<file path="src/rtl/mips_pkg.sv">
// Shared MIPS definitions: instruction field positions, the zero register and
// the width of the opaque control bundle handed from decode to EX.
package mips_pkg;

  localparam int CTRL_WIDTH = 10;

  localparam int RS_MSB    = 25;
  localparam int RS_LSB    = 21;
  localparam int RT_MSB    = 20;
  localparam int RT_LSB    = 16;
  localparam int RD_MSB    = 15;
  localparam int RD_LSB    = 11;
  localparam int SHAMT_MSB = 10;
  localparam int SHAMT_LSB = 6;
  localparam int FUNCT_MSB = 5;
  localparam int FUNCT_LSB = 0;
  localparam int IMM_MSB   = 15;
  localparam int IMM_LSB   = 0;

  localparam logic [4:0] REG_ZERO = 5'd0;

endpackage

</file>
<file path="src/rtl/id_ex_stage_load_use_detect.sv">
// Load-use hazard detector: the instruction in ID needs a register that the
// load currently in EX has not fetched from memory yet.
module load_use_detect
  import mips_pkg::*;
#(
  parameter int ADDR_WIDTH = 5
) (
  input  logic                  ifid_valid,
  input  logic [ADDR_WIDTH-1:0] rs,
  input  logic [ADDR_WIDTH-1:0] rt,
  input  logic                  uses_rs,
  input  logic                  uses_rt,
  input  logic                  ex_valid,
  input  logic                  ex_mem_read,
  input  logic [ADDR_WIDTH-1:0] ex_rt,
  output logic                  load_use
);

  logic ex_load;
  logic rs_hit;
  logic rt_hit;

  // A load writing $0 never produces a dependency.
  assign ex_load  = ifid_valid & ex_valid & ex_mem_read & (ex_rt != ADDR_WIDTH'(REG_ZERO));
  assign rs_hit   = uses_rs & (rs == ex_rt);
  assign rt_hit   = uses_rt & (rt == ex_rt);
  assign load_use = ex_load & (rs_hit | rt_hit);

endmodule

</file>
<file path="src/rtl/id_ex_stage.sv">
// ID operand stage and ID/EX pipeline register: register-file addressing,
// write-back bypass, immediate extension, load-use stall and bubble insertion.
module id_ex_stage
  import mips_pkg::*;
#(
  parameter int WIDTH      = 32,
  parameter int ADDR_WIDTH = 5,
  parameter int CTRL_WIDTH = mips_pkg::CTRL_WIDTH
) (
  input  logic                  clk,
  input  logic                  reset,
  input  logic                  ifid_valid,
  input  logic [WIDTH-1:0]      ifid_instr,
  input  logic [WIDTH-1:0]      ifid_pc4,
  input  logic [CTRL_WIDTH-1:0] ctrl_in,
  input  logic                  ctrl_mem_read,
  input  logic                  ctrl_uses_rs,
  input  logic                  ctrl_uses_rt,
  input  logic                  ctrl_zext,
  output logic [ADDR_WIDTH-1:0] R_addr1,
  output logic [ADDR_WIDTH-1:0] R_addr2,
  input  logic [WIDTH-1:0]      R_data1,
  input  logic [WIDTH-1:0]      R_data2,
  input  logic                  wb_regwrite,
  input  logic [ADDR_WIDTH-1:0] wb_addr,
  input  logic [WIDTH-1:0]      wb_data,
  input  logic                  flush,
  input  logic                  stall_ext,
  output logic                  ifid_stall,
  output logic                  ex_valid,
  output logic [CTRL_WIDTH-1:0] ex_ctrl,
  output logic                  ex_mem_read,
  output logic [WIDTH-1:0]      ex_pc4,
  output logic [WIDTH-1:0]      ex_rs_data,
  output logic [WIDTH-1:0]      ex_rt_data,
  output logic [WIDTH-1:0]      ex_imm,
  output logic [ADDR_WIDTH-1:0] ex_rs,
  output logic [ADDR_WIDTH-1:0] ex_rt,
  output logic [ADDR_WIDTH-1:0] ex_rd,
  output logic [4:0]            ex_shamt,
  output logic [5:0]            ex_funct
);

  localparam logic [ADDR_WIDTH-1:0] ZR = ADDR_WIDTH'(REG_ZERO);

  logic [ADDR_WIDTH-1:0] rs, rt, rd;
  logic [4:0]            shamt;
  logic [5:0]            funct;
  logic [WIDTH-1:0]      op_a, op_b, imm;
  logic                  load_use;
  logic                  bubble;
  logic                  unused_opcode;

  assign rs    = ADDR_WIDTH'(ifid_instr[RS_MSB:RS_LSB]);
  assign rt    = ADDR_WIDTH'(ifid_instr[RT_MSB:RT_LSB]);
  assign rd    = ADDR_WIDTH'(ifid_instr[RD_MSB:RD_LSB]);
  assign shamt = ifid_instr[SHAMT_MSB:SHAMT_LSB];
  assign funct = ifid_instr[FUNCT_MSB:FUNCT_LSB];

  // Opcode is decoded by the control unit, not here.
  assign unused_opcode = &{1'b0, ifid_instr[WIDTH-1:RS_MSB+1]};

  assign R_addr1 = rs;
  assign R_addr2 = rt;

  // Write-back bypass covers the same-cycle regfile write; $0 is forced to 0
  // even if something upstream tries to write or read it as nonzero.
  always_comb begin
    op_a = R_data1;
    op_b = R_data2;
    if (wb_regwrite && wb_addr == rs) op_a = wb_data;
    if (wb_regwrite && wb_addr == rt) op_b = wb_data;
    if (rs == ZR) op_a = '0;
    if (rt == ZR) op_b = '0;
  end

  assign imm = {{(WIDTH-16){ifid_instr[IMM_MSB] & ~ctrl_zext}}, ifid_instr[IMM_MSB:IMM_LSB]};

  load_use_detect #(.ADDR_WIDTH(ADDR_WIDTH)) u_lud (
    .ifid_valid  (ifid_valid),
    .rs          (rs),
    .rt          (rt),
    .uses_rs     (ctrl_uses_rs),
    .uses_rt     (ctrl_uses_rt),
    .ex_valid    (ex_valid),
    .ex_mem_read (ex_mem_read),
    .ex_rt       (ex_rt),
    .load_use    (load_use)
  );

  // A flush discards the ID instruction, so there is nothing left to hold.
  assign ifid_stall = (load_use & ~flush) | stall_ext;
  assign bubble     = flush | load_use | ~ifid_valid;

  // ID/EX register: hold on external stall, zero on bubble, else capture.
  always_ff @(posedge clk or posedge reset) begin
    if (reset) begin
      ex_valid    <= 1'b0;
      ex_ctrl     <= '0;
      ex_mem_read <= 1'b0;
      ex_pc4      <= '0;
      ex_rs_data  <= '0;
      ex_rt_data  <= '0;
      ex_imm      <= '0;
      ex_rs       <= '0;
      ex_rt       <= '0;
      ex_rd       <= '0;
      ex_shamt    <= '0;
      ex_funct    <= '0;
    end else if (!stall_ext) begin
      if (bubble) begin
        ex_valid    <= 1'b0;
        ex_ctrl     <= '0;
        ex_mem_read <= 1'b0;
        ex_pc4      <= '0;
        ex_rs_data  <= '0;
        ex_rt_data  <= '0;
        ex_imm      <= '0;
        ex_rs       <= '0;
        ex_rt       <= '0;
        ex_rd       <= '0;
        ex_shamt    <= '0;
        ex_funct    <= '0;
      end else begin
        ex_valid    <= 1'b1;
        ex_ctrl     <= ctrl_in;
        ex_mem_read <= ctrl_mem_read;
        ex_pc4      <= ifid_pc4;
        ex_rs_data  <= op_a;
        ex_rt_data  <= op_b;
        ex_imm      <= imm;
        ex_rs       <= rs;
        ex_rt       <= rt;
        ex_rd       <= rd;
        ex_shamt    <= shamt;
        ex_funct    <= funct;
      end
    end
  end

endmodule

</file>
<file path="config.mk">
export PLATFORM = sky130hd
export DESIGN_NAME = id_ex_stage
export DESIGN_NICKNAME = d
export VERILOG_FILES = /design/src/rtl/mips_pkg.sv /design/src/rtl/id_ex_stage_load_use_detect.sv /design/src/rtl/id_ex_stage.sv
export SDC_FILE = /design/constraint.sdc
export NUM_CORES = 1
export LEC_CHECK = 0
export ABC_CLOCK_PERIOD_IN_PS = 4400
export BUFFER_PORTS_ARGS = -buffer_cell sky130_fd_sc_hd__buf_2
export CORE_AREA = 2 2 143 145
export CTS_CLUSTER_SIZE = 25
export DETAILED_ROUTE_END_ITERATION = 8
export DIE_AREA = 0 0 145 147
export SLEW_MARGIN = 0
export SYNTH_ARGS = -nofsm -noshare
export SYNTH_HDL_FRONTEND = slang
export SYNTH_SLANG_ARGS = --single-unit
export TNS_END_PERCENT = 30
</file>
<file path="constraint.sdc">
create_clock -name clk -period 4.4 [get_ports clk]
set_input_delay 1.1 -clock clk [delete_from_list [all_inputs] [get_ports clk]]
set_output_delay 1.1 -clock clk [all_outputs]
set_load 0.02 [all_outputs]
</file>
Word-level counts from Yosys, hierarchy flattened. Cells that the tools add are included.

Register bits: 166. Input bits: 185.

Multiplexer cells: 16. Reduce and logical (&&, ||, !) cells: 5. Bitwise logic cells: 15. Equal/unequal tests: 4.

Operators by type and width (number): $mux 32 (8); $eq 5x5->1 (4); $mux 5 (4); $logic_not 5->1 (2); $mux 10 (1); $and 1x1->1 (8); $mux 6 (1); $reduce_bool 5->1 (1); $or 1x1->1 (4); $not 1->1 (3); $logic_and 1x1->1 (2); $mux 1 (2).

Longest topological paths before layout.
Word-level depth: 7. Depth in mapped cells: 7.

Hierarchy. Synthesis repeated with hierarchy kept, for this count alone.

Cell total of the unflattened synthesis: 610. Area total of the unflattened synthesis: 6632.6 sq um.

Modules (own cells, without submodules): id_ex_stage (cells each 593, instances 1, area each 6501.2 sq um, seq. area each 3378.2 sq um); load_use_detect (cells each 17, instances 1, area each 131.4 sq um, seq. area each 0.0 sq um).

Least setup slack after synthesis. No wires, ideal clock.

Path type: input -> output. Start point: input ifid_instr[24]. End point: output ifid_stall. Path slack: 1024 ps. Buffers on the path: 0. Arrival: 2276 ps. Cell stages on the path: 4. Path through: xor2_1 -> nor4_1 -> a32oi_1 -> o31ai_1.

Word-level cells in the longest chain between the ends: 6.

Ends and longest elaborated chain: start, declared (RTL line id_ex_stage.sv:13) `input logic [WIDTH-1:0] ifid_instr,`; $eq 5x5->1 (RTL line id_ex_stage_load_use_detect.sv:25) `assign rs_hit = uses_rs & (rs == ex_rt);`; $and 1x1->1 (RTL line id_ex_stage_load_use_detect.sv:25); $or 1x1->1 (RTL line id_ex_stage_load_use_detect.sv:27) `assign load_use = ex_load & (rs_hit | rt_hit);`; $and 1x1->1 (RTL line id_ex_stage_load_use_detect.sv:27); $and 1x1->1 (RTL line id_ex_stage.sv:92) `assign ifid_stall = (load_use & ~flush) | stall_ext;`; $or 1x1->1 (RTL line id_ex_stage.sv:92); end, declared (RTL line id_ex_stage.sv:29) `output logic ifid_stall,`.

No other way between the ends.

Final worst setup path. Same ends and word-level chain as after synthesis.

==> impl_results.md <==
- Status: finished clean
- Most numerous cell in the Yosys netlist: dfrtp_1
- Multi-input gate area: 2560 µm²
- Clk_skew: 8.54 ps
- P_leak: 4.60 nW
- Fillers: 1887
- Num ports: 362
- Most frequent CP cell: buf_2
- GRT overflow: 0
- Endpoints failing setup: 0
- Synth Warn #: 0
- TNS Setup: 0 ps
- Post-CTS resize count: 0
- Yosys top cell by area: dfrtp_1
- Synth Register Bits: ~140
- RSZ-0062 raised after global routing: no
- Routed vias: 5262
- Area taken by flip-flops and latches: 3380 µm²
- Distinct cell type count after synthesis: 25
- Synth Flop Type: dfrtp_1
- Post-synth top cells: 135 x dfrtp_1, 69 x a22o_1, 66 x nand2_1
- Gpl congestion: 0.770
- CP Capture Type: output port
- Fin. max-slew vios: 0
- Reg clk slew, reported paths: 60 ps
- CP Class: primary input to output port
- Gr usage total: 19.1%
- Synth Instances: 525
- Vias in the first global route: roughly 5400
- CTS Buf Count: 17
- Worst-skew pair later-pin latency: 410 ps
- Syn_area_per_cell: between 10 and 15 µm²
- Routed Antenna Nets: 0
- First-pass GRT wire length: roughly 32000 µm
- Net count after synthesis: 710
- Final setup margin: 787 ps
- Iteration-0 DRC Markers: ~200
- EDFF count, synth: 0
- Maximum clock frequency: 277 MHz
- Max Cap Violations: 0
- Rel. slew slack: 41.8%
- Peak supply drop: 0.238 mV
- Share of Yosys cell area claimed by the top area cell type: 52.1%
- Slowest CP cell: nor4_1
- Power Total: 0.00334 W
- Worst slew pin tran: roughly 870 ps
- Seq/Total Area, Yosys: 52.1%
- Core area: 19800 µm²
- IO Port Bufs: 355
- H-tree depth: 4
- Data required time of the worst path: roughly 3300 ps
- Final Hold Vio Count: 0
- Full die area: 21300 µm²
- Critical Path Max Stage Delay: 360 ps
- WL/cell: between 15 and 20 µm
- Share of post-route cells with drive strength above 1: 54.6%
- Fraction of registers with async set/reset: 100%
- CP Data Arrival Time: 2510 ps
- Power Dens Cells: 379 nW/µm²
- Num rows: 52
- Clock Sinks: 135
- Largest net degree at the start of global routing: 72
- Root Driver: clkbuf_16
- # nets final: 1014
- Post-CTS repair timing setup buffer count: 0
- DP HPWL: 15100 µm
- Initial core utilization: 32.6%
- Crit-path cells: buf_2 -> xor2_1 -> nor4_1 -> a32oi_1 -> o31ai_1 -> buf_2
- Period utilisation layout: between 80 and 90%
- Drt pass-1 iters: 4
- Post-Syn Area: 6480 µm²
- Hold Path Class: register to register
- DR DRC count: 0
- CP max FO: 5
- Synth-to-Final Area Change: 36.1%
- CP Launch Type: primary input
- Antenna violations before repair: 3
- Die W: 145 µm
- Via/cell ratio: 4.72
- Synth area leaders: dfrtp_1 52%, mux2i_1 9.9%, o31ai_2 9.7%, a22o_1 9.3%, buf_4 5.0%
- Cts-stage hold buffer count: 0
- Max Buffers Root-to-Sink: 2
- Period minus WS final: about 3600 ps
- Setup Slack @ Placement: slightly above 800 ps
- Die H: approximately 150 µm
- TritonCTS clock tree: built
- WL final: 20400 µm
==> worst paths after layout <==
| check | startpoint | to | slack (ps) | cells after the start |
|---|---|---|---|---|
| worst max-delay path | ifid_instr[24] | ifid_stall | 790 | 6 |
| worst min-delay path | ex_rt_data[6] | ex_rt_data[6] | 470 | 2 |
| worst max register to register | ex_rt[2] | ex_imm[30] | 2030 | 6 |
| worst min register to register | ex_rt_data[6] | ex_rt_data[6] | 470 | 2 |
| max in group asynchronous | reset | ex_pc4[28] | 2860 | 3 |
| min in group asynchronous | reset | ex_pc4[25] | 770 | 2 |
==> power breakdown <==
part	switching, W	internal, W
combinational	0.000320	0.000205
sequential	0.0000445	0.00131
clock	0.000597	0.000867
==> stage by stage <==
stage | cell area [µm²] | hold WS [ps] | utilization [%] | instances
final | 8820 | 474 | 44.4 | 1114
after global routing | 8820 | 489 | 44.4 | 1114
after CTS | 8810 | 479 | 44.4 | 1112
after detailed placement | 8210 | 464 | 41.4 | 1080
after global placement | 8210 | 460 | 41.4 | 1080
after floorplan | 6480 | 594 | - | 525
==> placed cells by master, fill, tap and decap left out, types with 2 or more instances in the layout <==
cell type and n:
nor2_4 2, o31ai_1 15, clkinvlp_4 3, clkbuf_16 17
diode_2 2, and3_2 2, inv_6 7, o31ai_2 50
xnor2_1 4, nor4_1 4, nand2_1 66, inv_1 2
bufinv_16 2, buf_2 354, or4_1 3, a22o_1 69
dfrtp_1 135, buf_4 14, buf_12 2, mux2i_1 64
xor2_1 16
==> layer usage <==
metal | track usage [%] | up-vias | share of wire [%]
met2 | 33.7 | 222 | 51
met4 | 6.09 | 2 | 1.5
met1 | 22.8 | 2532 | 41
met3 | 5.19 | 22 | 6.8
li1 | - | 2484 | -
met5 | 0 | - | 0.064
==> sequential cells by signal (all words and copies together) (netlist names) <==
register	cells
ex_ctrl	10
ex_imm	17
ex_mem_read	1
ex_pc4	32
ex_rs	5
ex_rs_data	32
ex_rt	5
ex_rt_data	32
ex_valid	1
==> logic make-up (layout without fill, tap and decap cells) <==
kind of cell | Yosys count | count (layout) | synth area share, %
simple gates | 79 | 79 | 5.08
compound gates | 139 | 139 | 21.5
xor+xnor | 20 | 20 | 2.70
mux | 64 | 64 | 9.89
other cells | 0 | 2 | 0
buf+inv | 88 | 405 | 8.69
flops | 135 | 135 | 52.1
==> cell type report <==
class	instances	area share, %
Tap cell	270	3.83
Clock inverter	14	1.83
Sequential cell	135	38.3
Clock buffer	18	4.98
Timing Repair Buffer	370	21.7
Antenna cell	2	0.0568
Multi-Input combinational cell	302	29.1
Inverter	3	0.170
==> worst max-delay path, delay by kind of cell <==
| kind | cells | cell delay, ps |
|---|---|---|
| AO/OA/AOI/OAI | 2 | 530 |
| buffers and inverters | 2 | 370 |
| AND/OR/NAND/NOR | 1 | 360 |
| XOR/XNOR | 1 | 140 |
Note: power is estimated with default switching activity, not from simulation.
